<file path="src/rtl/ct_idu_rf_ereg_ctrl.sv">
// ct_idu_rf_ereg_ctrl
//   Lifecycle controller for the gated 6-bit vector extended registers (eregs)
//   of the IDU register file. Each entry moves FREE -> ALLOC -> WB -> RET -> FREE.
//   The block drives the per-entry writeback strobes and RET flags to the eregs,
//   and folds the values of released entries into a sticky 6-bit accumulator
//   for the CSR path.
//
//   Optional build macro: CT_IDU_EREG_ERR_CHK_EN
//     When defined, adds the sticky output ereg_proto_err. It flags any illegal
//     event that the controller otherwise ignores silently.
//
//   state | meaning
//   FREE  | entry is in the free pool
//   ALLOC | entry renamed to an instruction, data not yet written
//   WB    | data written by pipe6 or pipe7, owner not yet retired
//   RET   | owner retired, entry drives its value until released
module ct_idu_rf_ereg_ctrl #(
  parameter int NUM   = 16,
  parameter int IDX_W = 4
) (
  input  logic                 ereg_clk,
  input  logic                 cpurst_b,
  input  logic                 alloc_vld,
  input  logic [IDX_W-1:0]     alloc_idx,
  input  logic                 pipe6_wb_vld,
  input  logic [IDX_W-1:0]     pipe6_wb_idx,
  input  logic                 pipe7_wb_vld,
  input  logic [IDX_W-1:0]     pipe7_wb_idx,
  input  logic                 retire_vld,
  input  logic [IDX_W-1:0]     retire_idx,
  input  logic                 release_vld,
  input  logic [IDX_W-1:0]     release_idx,
  input  logic                 flush_vld,
  input  logic                 acc_clr_vld,
  input  logic [6*NUM-1:0]     ereg_acc_dout,
  output logic [2*NUM-1:0]     x_wb_vld,
  output logic [NUM-1:0]       x_retired_released_wb,
  output logic [NUM-1:0]       free_vec,
  output logic [IDX_W:0]       free_cnt,
`ifdef CT_IDU_EREG_ERR_CHK_EN
  output logic                 ereg_proto_err,
`endif
  output logic [5:0]           acc_value
);

  typedef enum logic [1:0] {
    FREE  = 2'b00,
    ALLOC = 2'b01,
    WB    = 2'b10,
    RET   = 2'b11
  } ereg_state_e;

  ereg_state_e st_q [NUM];
  ereg_state_e st_d [NUM];

  logic [NUM-1:0] alloc_hit;
  logic [NUM-1:0] wb6_raw;
  logic [NUM-1:0] wb7_raw;
  logic [NUM-1:0] wb6_hit;
  logic [NUM-1:0] wb7_hit;
  logic [NUM-1:0] retire_hit;
  logic [NUM-1:0] release_hit;

  logic [5:0]     sticky_q;
  logic [5:0]     fold;
  logic [5:0]     dout_or;

  // Decode every request index into a per-entry hit vector.
  // Writeback strobes only reach live entries and are killed by a flush;
  // pipe6 has priority when both pipes target the same entry.
  always_comb begin
    alloc_hit   = '0;
    wb6_raw     = '0;
    wb7_raw     = '0;
    wb6_hit     = '0;
    wb7_hit     = '0;
    retire_hit  = '0;
    release_hit = '0;
    for (int i = 0; i < NUM; i++) begin
      alloc_hit[i]   = alloc_vld    && (alloc_idx    == IDX_W'(i));
      wb6_raw[i]     = pipe6_wb_vld && (pipe6_wb_idx == IDX_W'(i));
      wb7_raw[i]     = pipe7_wb_vld && (pipe7_wb_idx == IDX_W'(i));
      retire_hit[i]  = retire_vld   && (retire_idx   == IDX_W'(i));
      release_hit[i] = release_vld  && (release_idx  == IDX_W'(i));
      wb6_hit[i]     = wb6_raw[i] && (st_q[i] != FREE) && !flush_vld;
      wb7_hit[i]     = wb7_raw[i] && (st_q[i] != FREE) && !flush_vld && !wb6_hit[i];
    end
  end

  // Interleave the per-entry strobes as {pipe7, pipe6} pairs for the eregs.
  always_comb begin
    x_wb_vld = '0;
    for (int i = 0; i < NUM; i++) begin
      x_wb_vld[2*i]   = wb6_hit[i];
      x_wb_vld[2*i+1] = wb7_hit[i];
    end
  end

  // Per-entry next state. Flush clears speculative entries ahead of any
  // alloc/writeback/retire, but a release of a RET entry still goes through.
  always_comb begin
    for (int i = 0; i < NUM; i++) begin
      st_d[i] = st_q[i];
      case (st_q[i])
        FREE: begin
          if (alloc_hit[i] && !flush_vld) st_d[i] = ALLOC;
        end
        ALLOC: begin
          if (flush_vld)                                 st_d[i] = FREE;
          else if ((wb6_hit[i] || wb7_hit[i]) && retire_hit[i]) st_d[i] = RET;
          else if (wb6_hit[i] || wb7_hit[i])             st_d[i] = WB;
        end
        WB: begin
          if (flush_vld)          st_d[i] = FREE;
          else if (retire_hit[i]) st_d[i] = RET;
        end
        RET: begin
          if (release_hit[i]) st_d[i] = FREE;
        end
        default: st_d[i] = FREE;
      endcase
    end
  end

  // Entry state registers; async reset returns every entry to the pool.
  always_ff @(posedge ereg_clk or negedge cpurst_b) begin
    if (!cpurst_b) begin
      for (int i = 0; i < NUM; i++) st_q[i] <= FREE;
    end else begin
      for (int i = 0; i < NUM; i++) st_q[i] <= st_d[i];
    end
  end

  // Status vectors decoded directly from the state registers.
  always_comb begin
    free_vec              = '0;
    x_retired_released_wb = '0;
    for (int i = 0; i < NUM; i++) begin
      free_vec[i]              = (st_q[i] == FREE);
      x_retired_released_wb[i] = (st_q[i] == RET);
    end
  end

  // Population count of free entries.
  always_comb begin
    free_cnt = '0;
    for (int i = 0; i < NUM; i++) begin
      free_cnt = free_cnt + {{IDX_W{1'b0}}, free_vec[i]};
    end
  end

  // Fold of the entries leaving RET this cycle, and the OR of all ereg
  // outputs (non-RET eregs gate their own output to zero).
  always_comb begin
    fold    = '0;
    dout_or = '0;
    for (int i = 0; i < NUM; i++) begin
      dout_or = dout_or | ereg_acc_dout[6*i +: 6];
      if (release_hit[i] && (st_q[i] == RET)) fold = fold | ereg_acc_dout[6*i +: 6];
    end
  end

  // Sticky accumulator; a release in the clearing cycle is kept.
  always_ff @(posedge ereg_clk or negedge cpurst_b) begin
    if (!cpurst_b) sticky_q <= '0;
    else           sticky_q <= (acc_clr_vld ? 6'b0 : sticky_q) | fold;
  end

  assign acc_value = sticky_q | dout_or;

`ifdef CT_IDU_EREG_ERR_CHK_EN
  logic err_evt;
  logic err_q;

  // Any request that the state machine drops is a protocol error.
  always_comb begin
    err_evt = pipe6_wb_vld && pipe7_wb_vld && (pipe6_wb_idx == pipe7_wb_idx);
    for (int i = 0; i < NUM; i++) begin
      if (alloc_hit[i] && (st_q[i] != FREE))                    err_evt = 1'b1;
      if ((wb6_raw[i] || wb7_raw[i]) && (st_q[i] == FREE))      err_evt = 1'b1;
      if (retire_hit[i] && ((st_q[i] == FREE) ||
          ((st_q[i] == ALLOC) && !(wb6_raw[i] || wb7_raw[i])))) err_evt = 1'b1;
      if (release_hit[i] && (st_q[i] != RET))                   err_evt = 1'b1;
    end
  end

  // Error flag holds until reset.
  always_ff @(posedge ereg_clk or negedge cpurst_b) begin
    if (!cpurst_b)    err_q <= 1'b0;
    else if (err_evt) err_q <= 1'b1;
  end

  assign ereg_proto_err = err_q;
`endif

endmodule

</file>
<file path="config.mk">
export PLATFORM = sky130hd
export DESIGN_NAME = ct_idu_rf_ereg_ctrl
export DESIGN_NICKNAME = d
export VERILOG_FILES = /design/src/rtl/ct_idu_rf_ereg_ctrl.sv
export SDC_FILE = /design/constraint.sdc
export NUM_CORES = 1
export LEC_CHECK = 0
export BUFFER_PORTS_ARGS = -buffer_cell sky130_fd_sc_hd__buf_2
export CORE_AREA = 8 8 136 88
export CTS_CLUSTER_DIAMETER = 200
export CTS_CLUSTER_SIZE = 10
export DETAILED_ROUTE_END_ITERATION = 7
export DIE_AREA = 0 0 144 96
export PLACE_DENSITY = 0.73
export SLEW_MARGIN = 20
export SYNTH_ARGS = -nofsm -noshare
export SYNTH_HDL_FRONTEND = slang
export SYNTH_SLANG_ARGS = --single-unit
</file>
<file path="constraint.sdc">
create_clock -name ereg_clk -period 4.9 [get_ports ereg_clk]
set_input_delay 0.245 -clock ereg_clk [delete_from_list [all_inputs] [get_ports ereg_clk]]
set_output_delay 0.245 -clock ereg_clk [all_outputs]
set_load 0.1 [all_outputs]
</file>
==> out/qor.txt <==
WL/cell = 23.4 um
clk_lat worst skew = 300 ps
Mapped Area = 0.00435 mm^2
# rows = 29
Reg clk slew, reported paths = 70 ps
Period minus WS final = 4710 ps
clk buf depth = 2
largest family of logic cells by synthesized area = simple AND/OR/NAND/NOR gates
syn_nets = 732
launch point of the worst path = st_q[8]
initial antenna violation count = 0
met3 Use GR = 0.0921
Finish-stage setup viols = 0
Compound-Gate Fraction of Synth Area = 0.261
Register Area = 951 um^2
Worst R2R Start = st_q[5]
end of the critical path = free_cnt[4]
async set-or-reset flop fraction in the synthesized netlist = 1.00
P_int = 1.19 mW
routability cong. = 0.960
Final nets = 912
Routed Antenna Nets = 0
Final Cycle Share = 0.961
Area growth syn-to-layout = 31.3%
WL final = 21,400 um
Hold Vio Cnt, Final = 0
layout cell share with drive strength beyond 1 = 0.307
setup bufs post-CTS = 0
crit path cell chain = nor2_4 > fa_1 > fa_1 > inv_1 > fa_1 > fa_1 > inv_1 > ha_1 > inv_1 > fa_1 > nor2b_1 > o21a_1 > buf_2
number of global-route vias before repair = 5,649
first-pass GRT wire length = 31,300 um
combinational power share = 0.741
Worst Max-Slew Pin Slew = 1160 ps
vias per inst = 6.49
LEAKAGE = 2.57 nW
cts repair resizes = 0
Die Span Y = 96 um
Startpoint Class = flip-flop
CTS H-tree lvls = 2
Switching Share = 0.633
Synth Flop Type = dfrtp_1
core area = 0.0101 mm^2
area of the multi-input gates = 0.00327 mm^2
total clock sinks = 38
Reg2Reg Capture Point = sticky_q[0]
Yosys warnings = 0
Mapped Cells = 592
total track usage = 0.296
Worst slew margin = 0.220
Worst Setup End Kind = primary output
DP Wirelength = 17,500 um
RSZ-0062 raised after global routing = false
mean area per synthesized cell = 7.35 um^2
Fillers = 957
GR peak layer = met2
Final Util = 0.569
Sum Neg Setup Slack = 0 ps
GR met2 Demand/Resource = 0.433
Clock Skew = 6.42 ps
mux cell area share after synthesis = 0.00230
CP required = 4660 ps
number of synthesized flops with an enable pin = 0
Synth Area in XOR/XNOR = 0.00403
Root Driver = clkbuf_16
Worst path max stage delay = 530 ps
worst min path class = in -> async
sequential area share after synthesis = 0.219
peak supply drop = 1720 uV
Crit-path slowest cell = fa_1
Simple-Gate Fraction of Synth Area = 0.398
largest net degree at the start of global routing = 52
R2R cell count = 5
CTS tree = yes
Synth Area in Adders = 0.0604
setup slack, reg-to-reg = 2660 ps
I/O pin cnt = 200
grt ovf = 0
CTS Buf Count = 5
# DRC = 0
kind of critical path = reg -> out
largest fanout on the critical path = 7
pwr dens = 568 mW/mm^2
sequential share of power = 0.118
CP dominant cell by count = fa_1
Net Sw Power = 2.05 mW
Vias = 5,922
Initial Utilization = 0.433
GR Layer Usage met1 = 0.407
n_diodes = 0
Max Cap Violations = 0
Die Area = 0.0138 mm^2
#FFs+latches synth = 38
die extent in x = 144 um
Worst EP arrival = 4460 ps
cts hold-fix bufs = 0
PortBufs = 199
fmax = 0.212 GHz
Yosys cell types = 64
Clk pwr share = 0.141
Pins Over Slew Limit = 0
total iterations of the first detailed-routing run = 6
outcome = finished, final reports clean
Initial DRC Count = 762
==> cell families (layout without fill, tap and decap cells) <==
| kind of cell | Yosys count | count (layout) |
|---|---|---|
| AO/OA/AOI/OAI | 162 | 162 |
| XOR/XNOR | 2 | 2 |
| adder cells (fa/ha/maj) | 15 | 15 |
| buffers and inverters | 59 | 240 |
| flip-flops | 38 | 38 |
| multiplexers | 1 | 1 |
| AND/OR/NAND/NOR | 315 | 315 |
==> Yosys cell counts, drive strengths merged (5+ instances only) <==
master | number | share of area
ha | 5 | 0.014
nand3 | 16 | 0.018
and2 | 18 | 0.026
o211ai | 6 | 0.010
clkbuf | 18 | 0.016
nor2 | 67 | 0.058
inv | 33 | 0.028
nand4 | 13 | 0.019
a221oi | 7 | 0.014
a22oi | 29 | 0.051
nor3b | 16 | 0.028
nand2 | 59 | 0.051
buf | 8 | 0.012
nand2b | 13 | 0.019
o21ai | 31 | 0.036
nor3 | 27 | 0.031
nand3b | 5 | 0.0086
a22o | 12 | 0.024
nor4 | 22 | 0.032
nor2b | 14 | 0.020
dfrtp | 38 | 0.22
or4 | 8 | 0.014
a21oi | 24 | 0.028
and3 | 8 | 0.013
and4 | 5 | 0.010
a21o | 5 | 0.0086
fa | 10 | 0.046
a31oi | 7 | 0.010
==> power by group through the flow <==
stage               clock network (mW)  registers [mW]  logic [mW]
CTS                              0.456           0.380        2.40
global route                     0.470           0.386        2.51
global placement                     0           0.380        2.37
floorplan                            0           0.375        1.99
finish                           0.457           0.383        2.41
detailed placement                   0           0.386        2.40
==> through the flow <==
step	power (mW)	area (um^2)	setup slack (ps)	cells	hold WS [ps]
floorplan	2.37	4450	38.4	592	-50.6
global placement	2.75	5510	651	904	428
detailed placement	2.79	5510	541	904	439
CTS	3.24	5700	216	912	129
global route	3.37	5710	76.6	912	158
finish	3.25	5710	193	912	92.6
==> critical path, delay by kind of cell, from the launching register on <==
family,cells,cell delay [ps]
AND/OR/NAND/NOR,2,360
buffers and inverters,4,610
AO/OA/AOI/OAI,1,110
flip-flops,1,460
adder cells (fa/ha/maj),6,2610
==> layout make-up <==
class	instances	area share
multi-input combinational	495	0.572
timing repair buffer	199	0.174
sequential	38	0.166
tap	139	0.0304
clock buffer	6	0.0243
inverter	33	0.0217
clock inverter	2	0.0105
==> cells in the final DEF (no fill, tap or decap), types with 4 or more instances in the layout <==
master	Yosys	final
or4_1	8	8
a22oi_1	28	28
o21ai_0	31	31
nor2b_1	14	14
nor2_4	0	9
fa_1	10	10
buf_2	2	199
a21o_1	5	5
nand2b_1	13	13
nor3b_1	16	16
o211ai_1	6	6
a211oi_1	4	4
and4_1	5	5
a22o_1	12	12
nand2_1	59	59
o31ai_1	4	4
nand4_1	13	13
nor2_1	67	54
and3_1	7	7
nor4_1	22	22
dfrtp_1	38	38
a32oi_1	4	4
a221oi_1	7	7
ha_1	5	5
nor3_1	27	25
nor2_2	0	4
a222oi_1	4	4
inv_1	33	33
a31oi_1	7	7
clkbuf_16	0	5
o21a_1	4	4
and2_1	18	18
a21oi_1	24	24
nand3b_1	5	5
o22ai_1	4	4
nand3_1	16	16
==> metal layers <==
| layer | part of all wire | up-vias | wire length, um |
|---|---|---|---|
| met5 | 0 | - | 0 |
| met4 | 0.021 | 0 | 457 |
| met3 | 0.13 | 55 | 2780 |
| met2 | 0.44 | 449 | 9330 |
| met1 | 0.41 | 2820 | 8810 |
| li1 | - | 2598 | - |
==> flip-flops by register name (all words and copies together), names as in the netlist <==
| register | cells |
|---|---|
| st_q | 32 |
| sticky_q | 6 |
==> how the worst min path moves through the flow <==
stage               endpoint  cells after the start      from
finish              st_q[22]                      1  cpurst_b
global route        st_q[19]                      1  cpurst_b
CTS                 st_q[19]                      1  cpurst_b
detailed placement  st_q[19]                      1  cpurst_b
global placement    st_q[19]                      1  cpurst_b
floorplan            st_q[0]                      0  cpurst_b
No activity file was read; power rests on OpenSTA's default activity.
